`src/rtl/qdrc_cal_pkg.sv`:
```
// Purpose: shared types and constants for the QDR hardware calibration sequencer.
// Latency: n/a (declarations only).
// Backpressure: n/a.
package qdrc_cal_pkg;

  typedef enum logic [3:0] {
    ST_IDLE,
    ST_WAIT_RDY,
    ST_SEL_BIT,
    ST_SETTLE,
    ST_SAMPLE,
    ST_EVAL,
    ST_STEP,
    ST_CHECK,
    ST_CENTRE,
    ST_ALIGN,
    ST_NEXT,
    ST_DONE,
    ST_FAIL
  } cal_state_e;

  localparam logic [1:0] FAIL_NONE      = 2'd0;
  localparam logic [1:0] FAIL_NARROW    = 2'd1;
  localparam logic [1:0] FAIL_RDY_TO    = 2'd2;
  localparam logic [1:0] FAIL_SAMPLE_TO = 2'd3;

  // {rise, fall} patterns that count as a clean eye sample
  localparam logic [1:0] GOOD_RISE = 2'b10;
  localparam logic [1:0] GOOD_FALL = 2'b01;

  function automatic logic is_good(input logic valid, input logic [1:0] value);
    return valid && ((value == GOOD_RISE) || (value == GOOD_FALL));
  endfunction

endpackage

```
`src/rtl/qdrc_cal_window.sv`:
```
// Purpose: tracks the current run of good taps and keeps the widest (earliest on ties).
// Latency: best_* valid the cycle after the upd strobe carrying last=1.
// Backpressure: none; consumes one evaluation per upd strobe.
module qdrc_cal_window
  import qdrc_cal_pkg::*;
#(
  parameter int TAP_BITS = 6
) (
  input  logic                clk,
  input  logic                rst_n,
  input  logic                clear,
  input  logic                upd,
  input  logic [TAP_BITS-1:0] tap,
  input  logic                good,
  input  logic [1:0]          value,
  input  logic                last,
  output logic [TAP_BITS-1:0] best_start,
  output logic [TAP_BITS:0]   best_len,
  output logic [1:0]          best_val
);

  // run length needs one extra bit so a full-sweep run (2^TAP_BITS) fits
  localparam logic [TAP_BITS:0] LEN_ONE = (TAP_BITS+1)'(1);

  logic [TAP_BITS-1:0] run_start_q, run_start_d, best_start_q, best_start_d;
  logic [TAP_BITS:0]   run_len_q, run_len_d, best_len_q, best_len_d;
  logic [1:0]          run_val_q, run_val_d, best_val_q, best_val_d;
  logic                extend;

  // close the run that ends on this tap, then open/extend; a run still open at the last tap also closes
  always_comb begin
    run_start_d  = run_start_q;
    run_len_d    = run_len_q;
    run_val_d    = run_val_q;
    best_start_d = best_start_q;
    best_len_d   = best_len_q;
    best_val_d   = best_val_q;
    extend       = good && (run_len_q != '0) && (value == run_val_q);
    if (clear) begin
      run_start_d  = '0;
      run_len_d    = '0;
      run_val_d    = '0;
      best_start_d = '0;
      best_len_d   = '0;
      best_val_d   = '0;
    end else if (upd) begin
      if (!extend && (run_len_q > best_len_q)) begin
        best_start_d = run_start_q;
        best_len_d   = run_len_q;
        best_val_d   = run_val_q;
      end
      if (extend) begin
        run_len_d = run_len_q + LEN_ONE;
      end else if (good) begin
        run_start_d = tap;
        run_len_d   = LEN_ONE;
        run_val_d   = value;
      end else begin
        run_len_d = '0;
      end
      if (last && (run_len_d > best_len_d)) begin
        best_start_d = run_start_d;
        best_len_d   = run_len_d;
        best_val_d   = run_val_d;
      end
    end
  end

  // run and best-window registers
  always_ff @(posedge clk or negedge rst_n) begin
    if (!rst_n) begin
      run_start_q  <= '0;
      run_len_q    <= '0;
      run_val_q    <= '0;
      best_start_q <= '0;
      best_len_q   <= '0;
      best_val_q   <= '0;
    end else begin
      run_start_q  <= run_start_d;
      run_len_q    <= run_len_d;
      run_val_q    <= run_val_d;
      best_start_q <= best_start_d;
      best_len_q   <= best_len_d;
      best_val_q   <= best_val_d;
    end
  end

  assign best_start = best_start_q;
  assign best_len   = best_len_q;
  assign best_val   = best_val_q;

endmodule

```
`src/rtl/qdrc_hw_cal_seq.sv`:
```
// Purpose: per-bit QDR PHY eye sweep, centring and half-cycle alignment, with CPU pass-through.
// Latency: ~(SETTLE_CYCLES+3) cycles per tap per bit plus centring; override path is combinational.
// Backpressure: stalls on cal_rdy / data_sampled (bounded by TIMEOUT_CYCLES); cal_start ignored while busy.
module qdrc_hw_cal_seq
  import qdrc_cal_pkg::*;
#(
  parameter int DATA_WIDTH     = 36,
  parameter int TAP_BITS       = 6,
  parameter int MIN_WINDOW     = 4,
  parameter int SETTLE_CYCLES  = 8,
  parameter int TIMEOUT_CYCLES = 1024
) (
  input  logic       wb_clk_i,
  input  logic       wb_rst_n_i,
  input  logic       cal_start,
  input  logic       sw_override,
  input  logic       sw_cal_en,
  input  logic       sw_dll_en,
  input  logic       sw_dll_inc_dec_n,
  input  logic       sw_dll_rst,
  input  logic       sw_align_en,
  input  logic       sw_align_strb,
  input  logic [7:0] sw_bit_select,
  output logic       cal_en,
  input  logic       cal_rdy,
  output logic [7:0] bit_select,
  output logic       dll_en,
  output logic       dll_inc_dec_n,
  output logic       dll_rst,
  output logic       align_en,
  output logic       align_strb,
  input  logic [1:0] data_value,
  input  logic       data_sampled,
  input  logic       data_valid,
  output logic       cal_busy,
  output logic       cal_done,
  output logic       cal_fail,
  output logic [7:0] fail_bit,
  output logic [1:0] fail_code
);

  // one timer serves settle, timeouts and centre pacing; sized for the longest of them
  localparam int                CNT_W        = $clog2(TIMEOUT_CYCLES + SETTLE_CYCLES + (4 << TAP_BITS)) + 1;
  localparam logic [CNT_W-1:0]  CNT_ONE      = CNT_W'(1);
  localparam logic [CNT_W-1:0]  SETTLE_LAST  = CNT_W'(SETTLE_CYCLES - 1);
  localparam logic [CNT_W-1:0]  TIMEOUT_LAST = CNT_W'(TIMEOUT_CYCLES - 1);
  localparam logic [TAP_BITS-1:0] TAP_MAX    = '1;
  localparam logic [TAP_BITS-1:0] TAP_ONE    = TAP_BITS'(1);
  localparam logic [TAP_BITS:0]   LEN_ONE    = (TAP_BITS+1)'(1);
  localparam logic [TAP_BITS:0]   MIN_LEN    = (TAP_BITS+1)'(MIN_WINDOW);
  localparam logic [7:0]          BIT_LAST   = 8'(DATA_WIDTH - 1);

  cal_state_e          state_q, state_d;
  logic [7:0]          bit_q, bit_d;
  logic [TAP_BITS-1:0] tap_q, tap_d;
  logic [CNT_W-1:0]    cnt_q, cnt_d;
  logic [TAP_BITS:0]   pulses_q, pulses_d, centre_q, centre_d;
  logic                smp_good_q, smp_good_d;
  logic [1:0]          smp_val_q, smp_val_d;
  logic                cal_en_q, cal_en_d;
  logic [7:0]          bit_sel_q, bit_sel_d;
  logic                dll_en_q, dll_en_d, dll_inc_q, dll_inc_d, dll_rst_q, dll_rst_d;
  logic                align_en_q, align_en_d, align_strb_q, align_strb_d;
  logic                cal_done_q, cal_done_d, cal_fail_q, cal_fail_d;
  logic [7:0]          fail_bit_q, fail_bit_d;
  logic [1:0]          fail_code_q, fail_code_d;

  logic                win_clear, win_upd, win_last;
  logic [TAP_BITS-1:0] best_start;
  logic [TAP_BITS:0]   best_len;
  logic [1:0]          best_val;
  logic                ovr;

  qdrc_cal_window #(.TAP_BITS(TAP_BITS)) u_window (
    .clk        (wb_clk_i),
    .rst_n      (wb_rst_n_i),
    .clear      (win_clear),
    .upd        (win_upd),
    .tap        (tap_q),
    .good       (smp_good_q),
    .value      (smp_val_q),
    .last       (win_last),
    .best_start (best_start),
    .best_len   (best_len),
    .best_val   (best_val)
  );

  // sequencer next-state and PHY control; dll_en/dll_rst/align_strb are single-cycle pulses
  always_comb begin
    state_d      = state_q;
    bit_d        = bit_q;
    tap_d        = tap_q;
    pulses_d     = pulses_q;
    centre_d     = centre_q;
    smp_good_d   = smp_good_q;
    smp_val_d    = smp_val_q;
    cal_en_d     = cal_en_q;
    bit_sel_d    = bit_sel_q;
    dll_en_d     = 1'b0;
    dll_inc_d    = dll_inc_q;
    dll_rst_d    = 1'b0;
    align_en_d   = align_en_q;
    align_strb_d = 1'b0;
    cal_done_d   = cal_done_q;
    cal_fail_d   = cal_fail_q;
    fail_bit_d   = fail_bit_q;
    fail_code_d  = fail_code_q;
    win_clear    = 1'b0;
    win_upd      = 1'b0;
    win_last     = (tap_q == TAP_MAX);

    case (state_q)
      ST_IDLE, ST_DONE, ST_FAIL: begin
        if (cal_start && !sw_override) begin
          cal_done_d  = 1'b0;
          cal_fail_d  = 1'b0;
          fail_bit_d  = '0;
          fail_code_d = FAIL_NONE;
          cal_en_d    = 1'b1;
          bit_d       = '0;
          align_en_d  = 1'b0;
          state_d     = ST_WAIT_RDY;
        end
      end
      ST_WAIT_RDY: begin
        if (cal_rdy) begin
          state_d = ST_SEL_BIT;
        end else if (cnt_q == TIMEOUT_LAST) begin
          state_d     = ST_FAIL;
          cal_fail_d  = 1'b1;
          cal_en_d    = 1'b0;
          fail_bit_d  = bit_q;
          fail_code_d = FAIL_RDY_TO;
        end
      end
      ST_SEL_BIT: begin
        bit_sel_d  = bit_q;
        dll_rst_d  = 1'b1;
        tap_d      = '0;
        win_clear  = 1'b1;
        align_en_d = 1'b0;
        state_d    = ST_SETTLE;
      end
      ST_SETTLE: begin
        if (cnt_q == SETTLE_LAST) state_d = ST_SAMPLE;
      end
      ST_SAMPLE: begin
        if (data_sampled) begin
          smp_good_d = is_good(data_valid, data_value);
          smp_val_d  = data_value;
          state_d    = ST_EVAL;
        end else if (cnt_q == TIMEOUT_LAST) begin
          state_d     = ST_FAIL;
          cal_fail_d  = 1'b1;
          cal_en_d    = 1'b0;
          fail_bit_d  = bit_q;
          fail_code_d = FAIL_SAMPLE_TO;
        end
      end
      ST_EVAL: begin
        win_upd = 1'b1;
        state_d = win_last ? ST_CHECK : ST_STEP;
      end
      ST_STEP: begin
        dll_inc_d = 1'b1;
        dll_en_d  = 1'b1;
        tap_d     = tap_q + TAP_ONE;
        state_d   = ST_SETTLE;
      end
      ST_CHECK: begin
        if (best_len < MIN_LEN) begin
          state_d     = ST_FAIL;
          cal_fail_d  = 1'b1;
          cal_en_d    = 1'b0;
          fail_bit_d  = bit_q;
          fail_code_d = FAIL_NARROW;
        end else begin
          centre_d  = {1'b0, best_start} + (best_len >> 1);
          dll_rst_d = 1'b1;
          pulses_d  = '0;
          state_d   = ST_CENTRE;
        end
      end
      ST_CENTRE: begin
        // even timer cycles issue a pulse so each increment has a quiet cycle after it
        if (pulses_q == centre_q) begin
          state_d = ST_ALIGN;
        end else if (!cnt_q[0]) begin
          dll_en_d  = 1'b1;
          dll_inc_d = 1'b1;
          pulses_d  = pulses_q + LEN_ONE;
        end
      end
      ST_ALIGN: begin
        align_en_d   = (best_val == GOOD_FALL);
        align_strb_d = 1'b1;
        state_d      = ST_NEXT;
      end
      ST_NEXT: begin
        if (bit_q == BIT_LAST) begin
          state_d    = ST_DONE;
          cal_done_d = 1'b1;
          cal_en_d   = 1'b0;
        end else begin
          bit_d   = bit_q + 8'd1;
          state_d = ST_SEL_BIT;
        end
      end
      default: state_d = ST_IDLE;
    endcase

    cnt_d = (state_d != state_q) ? '0 : (cnt_q + CNT_ONE);
  end

  // sequencer state, timers and registered PHY/status outputs
  always_ff @(posedge wb_clk_i or negedge wb_rst_n_i) begin
    if (!wb_rst_n_i) begin
      state_q      <= ST_IDLE;
      bit_q        <= '0;
      tap_q        <= '0;
      cnt_q        <= '0;
      pulses_q     <= '0;
      centre_q     <= '0;
      smp_good_q   <= 1'b0;
      smp_val_q    <= '0;
      cal_en_q     <= 1'b0;
      bit_sel_q    <= '0;
      dll_en_q     <= 1'b0;
      dll_inc_q    <= 1'b0;
      dll_rst_q    <= 1'b0;
      align_en_q   <= 1'b0;
      align_strb_q <= 1'b0;
      cal_done_q   <= 1'b0;
      cal_fail_q   <= 1'b0;
      fail_bit_q   <= '0;
      fail_code_q  <= '0;
    end else begin
      state_q      <= state_d;
      bit_q        <= bit_d;
      tap_q        <= tap_d;
      cnt_q        <= cnt_d;
      pulses_q     <= pulses_d;
      centre_q     <= centre_d;
      smp_good_q   <= smp_good_d;
      smp_val_q    <= smp_val_d;
      cal_en_q     <= cal_en_d;
      bit_sel_q    <= bit_sel_d;
      dll_en_q     <= dll_en_d;
      dll_inc_q    <= dll_inc_d;
      dll_rst_q    <= dll_rst_d;
      align_en_q   <= align_en_d;
      align_strb_q <= align_strb_d;
      cal_done_q   <= cal_done_d;
      cal_fail_q   <= cal_fail_d;
      fail_bit_q   <= fail_bit_d;
      fail_code_q  <= fail_code_d;
    end
  end

  // the CPU owns the PHY only while the sequencer is idle; reset forces everything low
  assign cal_busy = !(state_q inside {ST_IDLE, ST_DONE, ST_FAIL});
  assign ovr      = sw_override && !cal_busy && wb_rst_n_i;

  assign cal_en        = ovr ? sw_cal_en        : cal_en_q;
  assign bit_select    = ovr ? sw_bit_select    : bit_sel_q;
  assign dll_en        = ovr ? sw_dll_en        : dll_en_q;
  assign dll_inc_dec_n = ovr ? sw_dll_inc_dec_n : dll_inc_q;
  assign dll_rst       = ovr ? sw_dll_rst       : dll_rst_q;
  assign align_en      = ovr ? sw_align_en      : align_en_q;
  assign align_strb    = ovr ? sw_align_strb    : align_strb_q;

  assign cal_done  = cal_done_q;
  assign cal_fail  = cal_fail_q;
  assign fail_bit  = fail_bit_q;
  assign fail_code = fail_code_q;

endmodule

```
`config.mk`:
```
export PLATFORM = sky130hd
export DESIGN_NAME = qdrc_hw_cal_seq
export DESIGN_NICKNAME = d
export VERILOG_FILES = /design/src/rtl/qdrc_cal_pkg.sv /design/src/rtl/qdrc_cal_window.sv /design/src/rtl/qdrc_hw_cal_seq.sv
export SDC_FILE = /design/constraint.sdc
export NUM_CORES = 1
export LEC_CHECK = 0
export ABC_AREA = 1
export CORE_MARGIN = 2
export CORE_UTILIZATION = 25
export CTS_CLUSTER_DIAMETER = 120
export DETAILED_ROUTE_END_ITERATION = 6
export GPL_ROUTABILITY_DRIVEN = 0
export SYNTH_ARGS = -nofsm -noshare
export SYNTH_HDL_FRONTEND = slang
export SYNTH_SLANG_ARGS = --single-unit
```
`constraint.sdc`:
```
create_clock -name wb_clk_i -period 4.66 [get_ports wb_clk_i]
set_clock_uncertainty 0.05 [all_clocks]
set_input_delay 0.932 -clock wb_clk_i [delete_from_list [all_inputs] [get_ports wb_clk_i]]
set_output_delay 0.932 -clock wb_clk_i [all_outputs]
set_load 0.1 [all_outputs]
```
; ---- After elaboration in Yosys (flattened, before gate mapping)
; Cells that the tools add are included.
[totals]
reg_bits = 103
in_bits = 23
elab_cells = 198
[classes]
n_addsub = 6
magnitude_cmp = 3
n_eq_ne = 33
n_mux = 93
bitwise = 1
n_reduce_logical = 37
[op_table]
columns = operator, n
row1 = 2-to-1 mux 7 bit, 14
row2 = 2-to-1 mux 8 bit, 7
row3 = 2-to-1 mux 6 bit, 8
row4 = case mux 4 bit (10 select lines), 1
row5 = case mux 8 bit (4 select lines), 1
row6 = 2-to-1 mux 1 bit, 28
row7 = 2-to-1 mux 2 bit, 14
row8 = 2-to-1 mux 4 bit, 7
row9 = inequality test 2 bit (second input constant), 11
row10 = equality test 4 bit (second input constant), 5
row11 = equality test 4 x 3 -> 1 bit (second input constant), 4
row12 = case mux 8 bit (2 select lines), 1
row13 = adder 7 x 1 -> 7 bit (second input constant), 2
row14 = > comparator 7 bit, 2
row15 = case mux 7 bit (2 select lines), 1
row16 = adder 12 x 1 -> 12 bit (second input constant), 1
row17 = equality test 12 x 10 -> 1 bit (second input constant), 1
row18 = equality test 12 x 3 -> 1 bit (second input constant), 1
row19 = 2-to-1 mux 12 bit, 1
row20 = case mux 6 bit (2 select lines), 1
row21 = nonzero test 2 bit, 5
row22 = AND reduction 3 bit, 3
row23 = nonzero test 3 bit, 3
row24 = adder 8 x 1 -> 8 bit (second input constant), 1
row25 = 33 further kinds, 50

; ---- Depth between registers and ports, before layout
[logic_depth]
depth_word = 13
mapped_depth = 23

; ---- Modules after synthesis
; A second synthesis with hierarchy kept.
[hier_totals]
cells_unflattened = 845
hier_area_um2 = 6356.1
[modules_own_cells]
columns = mod, n_inst, cells_each, area_per_inst_um2, seq_area_each_um2
row1 = qdrc_hw_cal_seq, 1, 532, 4126.5, 1826.8
row2 = qdrc_cal_window, 1, 313, 2229.6, 750.7

; ---- Least setup slack after synthesis
; No wires, ideal clock.
[synth_timing]
kind = input to output
startpoint = in sw_override
endpoint = out align_en
arrival_ps = 2787
t_required_ps = 3678
path_slack_ps = 891
path_stages = 4
cell_sequence = nand3_2 -> buf_2 -> nor2_1 -> a21oi_1
[synth_between]
elab_chain_len = 3
[synth_lines]
columns = item, line
row1 = "start, declared", qdrc_hw_cal_seq.sv:16  ; input logic sw_override,
row2 = logical AND 1 bit (2 in a row), qdrc_hw_cal_seq.sv:262  ; assign ovr = sw_override && !cal_busy && wb_rst_n_i;
row3 = 2-to-1 mux 1 bit, qdrc_hw_cal_seq.sv:269  ; assign align_en = ovr ? sw_align_en : align_en_q;
row4 = "end, declared", qdrc_hw_cal_seq.sv:30  ; output logic align_en,
; No other way between the ends.

; ---- Final worst setup path
[layout_timing]
startpoint = reg u_window.run_len_q[0]
endpoint = reg u_window.best_start_q[5], in the netlist u_window.best_start[5]
[layout_between]
elab_chain_len = 13
elab_cells_between_ends = 21
[layout_lines]
columns = item, line
row1 = "start, declared", qdrc_cal_window.sv:26  ; logic [TAP_BITS:0] run_len_q, run_len_d, best_len_q, best_len_d;
row2 = "start signal, assigned", qdrc_cal_window.sv:80  ; run_len_q <= run_len_d;
row3 = "parallel branches: the longest is 13 deep, another holds > comparator 7 bit", --
row4 = "end signal, assigned", qdrc_cal_window.sv:82  ; best_start_q <= best_start_d;
row5 = "end, declared", qdrc_cal_window.sv:25  ; logic [TAP_BITS-1:0] run_start_q, run_start_d, best_start_q, best_start_d;
; Parallel ways; which one is timed is not known. The select of a mux whose other input is x is not followed.
; A chain may end at the register's enable or synchronous reset.

==> results.md <==
- Post-synth EDFFs: 0
- CTS tree: built
- Most used DFF post-synth: dfrtp_1
- Max Buffers Root-to-Sink: 2
- DRT Wirelength: 14.6 mm
- Port Buf Inserts: 49
- WP data arrival: 4.10 ns
- Part of the Yosys area used for sequential elements: 41.6%
- R2r endpoint: u_window.best_start[5]
- WS Path Type: reg -> reg
- Worst R2R Path Depth: 20
- Final ANT Viol Nets: 0
- Htree depth: 3
- Multi-input logic area: 0.00312 mm²
- Final total negative setup slack: 0 ns
- Slew margin rel.: 34.0%
- Boundary Pins: 50
- Yosys warns: 0
- Initial Util: 25.4%
- Critical Path Most Common Cell: nand2_1
- Type of the most critical hold path: reg -> reg
- Crit path required time: 4.85 ns
- Max stage delay cell, worst path: dfrtp_1
- Number of global-route vias before repair: 5039
- CTS Buf Count: 9
- Final HPWL DP: 11.1 mm
- Seq cells post-synth: 103
- Clock Root Buffer: clkbuf_16
- Largest net degree at the start of global routing: 63
- Post-route minimum period: 3.92 ns
- Design Area, Final: 0.00732 mm²
- Synthesized area: 0.00619 mm²
- Syn Area/Cell: 7.69 µm²
- Slew Viols, Final: 0
- Fillcell total: 2616
- P per Cell Area: 458 mW/mm²
- Critical Path Sink: u_window.best_start[5]
- Cts hold-fix bufs: 0
- Metal-1 WL: 7.20 mm
- First-pass GRT wire length: 24.9 mm
- DP Area: 0.00702 mm²
- DR vias/cell: 4.49
- Critical Path Start Type: register
- FF-to-FF Start: u_window.run_len_q[0]
- Die Area: 0.0260 mm²
- Reg2reg setup slack: 0.74 ns
- CP startpoint: u_window.run_len_q[0]
- DRT iter0 DRCs: 391
- Clock sink count: 103
- Layout cells sized above 1: 11.4%
- Diodes inserted: 0
- Period utilization: 84.0%
- Synth top area cells: dfrtp_1, nand2_1, inv_1, o21ai_0, ha_1
- Slew @ Worst Pin: 0.986 ns
- DRT Pass-1 Iters: 7
- GRT Overall Usage: 11.6%
- Cts repair resizes: 0
- Total core area: 0.0243 mm²
- Post-Synthesis Cells: 805
- Initial antenna violation count: 0
- Count of final setup violators: 0
- Maxcap violations: 0
- P&R area growth vs syn: 18.2%
- CP endpoint kind: register
- Final worst slack: 0.744 ns
- Horiz. Die Dim: 161 µm
- Yosys top cell area share: 41.6%
- Critical-path maximum fanout: 15
- Peak supply drop: 0.000224 V
- DR vias: 5318
- Clock latency on the worst-skew pair: 0.35 ns
- Overflow after GRT: 0
- Synth cell types: 42
- Highest routing layer actually used: met4
- Syn_nets: 855
- Status: finished, final reports clean
- Crit-path cells: inv_1 > ha_1 > nand4_1 > nand3_1 > buf_4 > nand3_1 > o21ai_0 > inv_1 > ha_1 > nand2_1 > nor2_1 > nand4_1 > nand2_1 > inv_1 > nand2_1 > nand3_1 > nand2_1 > inv_1 > nand2_1 > nand2_1
- Total Power: 3.35 mW
- Met3 wire length: 488 µm
- Post-route DRC: 0
- Static leakage: 3.40 nW
- Max Fclk: 255 MHz
- Fin nets: 906
- Cell taking the most area after synthesis: dfrtp_1
- Sequential Area: 0.00258 mm²
- Post-synth ARST share: 100%
- Setup WS pre-CTS: 0.792 ns
- CTS clk-pin slew, worst paths: 0.07 ns
- RSZ-0062 raised after global routing: false
- Critical path's largest stage delay: 0.40 ns
- DR WL met2: 6.81 mm
- Final hold vios: 0
- Rows: 57
- Post-CTS setup buffers: 0
- DR WL/cell: 12.3 µm
- Chip height: 161 µm
## through the flow
stage,hold WS [ns],std cells,utilization [%]
CTS,0.428,1185,30.1
floorplan,0.389,805,-
detailed placement,0.410,1169,28.9
global route,0.466,1185,30.1
global placement,0.410,1169,28.9
finish,0.423,1185,30.1
## routing by layer
metal | track usage (%) | vias to the layer above
met5 | 0 | -
met4 | 2.07 | 0
met3 | 2.11 | 17
met2 | 18.8 | 97
met1 | 16.3 | 2486
li1 | - | 2718
## synth_stat cells (all sizes together) (8+ instances only)
cell type  count
a21oi         34
dfrtp        103
ha            26
inv          111
mux2          12
nand2        215
nand3         57
nand4          8
nor2          82
nor3          13
o21ai         74
o22ai         11
xor2          19
## worst min path at each step
| stage | cells after the start | startpoint | end | slack (ns) |
|---|---|---|---|---|
| 2_1_floorplan | 2 | dll_inc_q | dll_inc_q | 0.39 |
| 3_3_place_gp | 2 | dll_inc_q | dll_inc_q | 0.41 |
| 3_5_place_dp | 2 | fail_code[0] | fail_code[0] | 0.41 |
| 4_1_cts | 2 | fail_code[0] | fail_code[0] | 0.43 |
| 5_1_grt | 2 | cal_done | cal_done | 0.47 |
| 6_report | 2 | dll_inc_q | dll_inc_q | 0.42 |
## cell families after synthesis
logic type | Yosys count | share of synthesized area, %
xor gates and xnor gates | 23 | 3.26
and+or+nand+nor | 382 | 27.9
buffers and inverters | 126 | 7.95
adders and majority gates | 27 | 5.58
DFF | 103 | 41.6
AOI/OAI and AO/OA | 132 | 11.5
muxes | 12 | 2.18
## layout make-up
class / instances / share of cell area, %
Multi-Input combinational cell: 576 / 42.6
Sequential cell: 103 / 35.2
Timing Repair Buffer: 54 / 6.70
Inverter: 112 / 5.81
Tap cell: 324 / 5.54
Clock buffer: 10 / 3.13
Clock inverter: 6 / 0.958
## cells in the final DEF, fill, tap and decap left out, drive strengths merged
master / netlist / layout
a211oi: 1 / 1
a21oi: 34 / 34
a22o: 1 / 1
a22oi: 1 / 1
and3: 1 / 1
buf: 7 / 20
bufinv: 0 / 1
clkbuf: 7 / 10
clkdlybuf4s50: 0 / 34
clkinv: 1 / 3
clkinvlp: 0 / 2
dfrtp: 103 / 103
fa: 1 / 1
ha: 26 / 26
inv: 111 / 112
mux2: 12 / 12
nand2: 215 / 215
nand3: 57 / 57
nand4: 8 / 8
nor2: 82 / 82
nor3: 13 / 13
nor3b: 2 / 2
nor4: 4 / 4
o211ai: 4 / 4
o21a: 2 / 2
o21ai: 74 / 74
o22ai: 11 / 11
o31ai: 3 / 3
o32ai: 1 / 1
xnor2: 4 / 4
xor2: 19 / 19
## power breakdown
part	switching, mW	leakage [nW]	total (mW)	internal, mW
sequential	0.0933	1.42	1.08	0.992
clock	0.347	0.141	0.768	0.421
combinational	1.13	1.84	1.50	0.366
## critical path: cells and delay by family (launching register included)
kind | cells | cell delay [ns]
compound gates | 1 | 0.39
fa+ha+maj | 2 | 0.47
buf+inv | 5 | 0.69
flops | 1 | 0.40
simple gates | 12 | 1.82
## state kept, by name (all words and copies together), names as in the netlist, 7 cells and up
signal,cells
fail_bit,8
pulses_q,7
bit_q,8
bit_sel_q,8
u_window.run_len_q,7
centre_q,7
cnt_q,12
u_window.best_len,7
(Power assumes the default switching activity.)
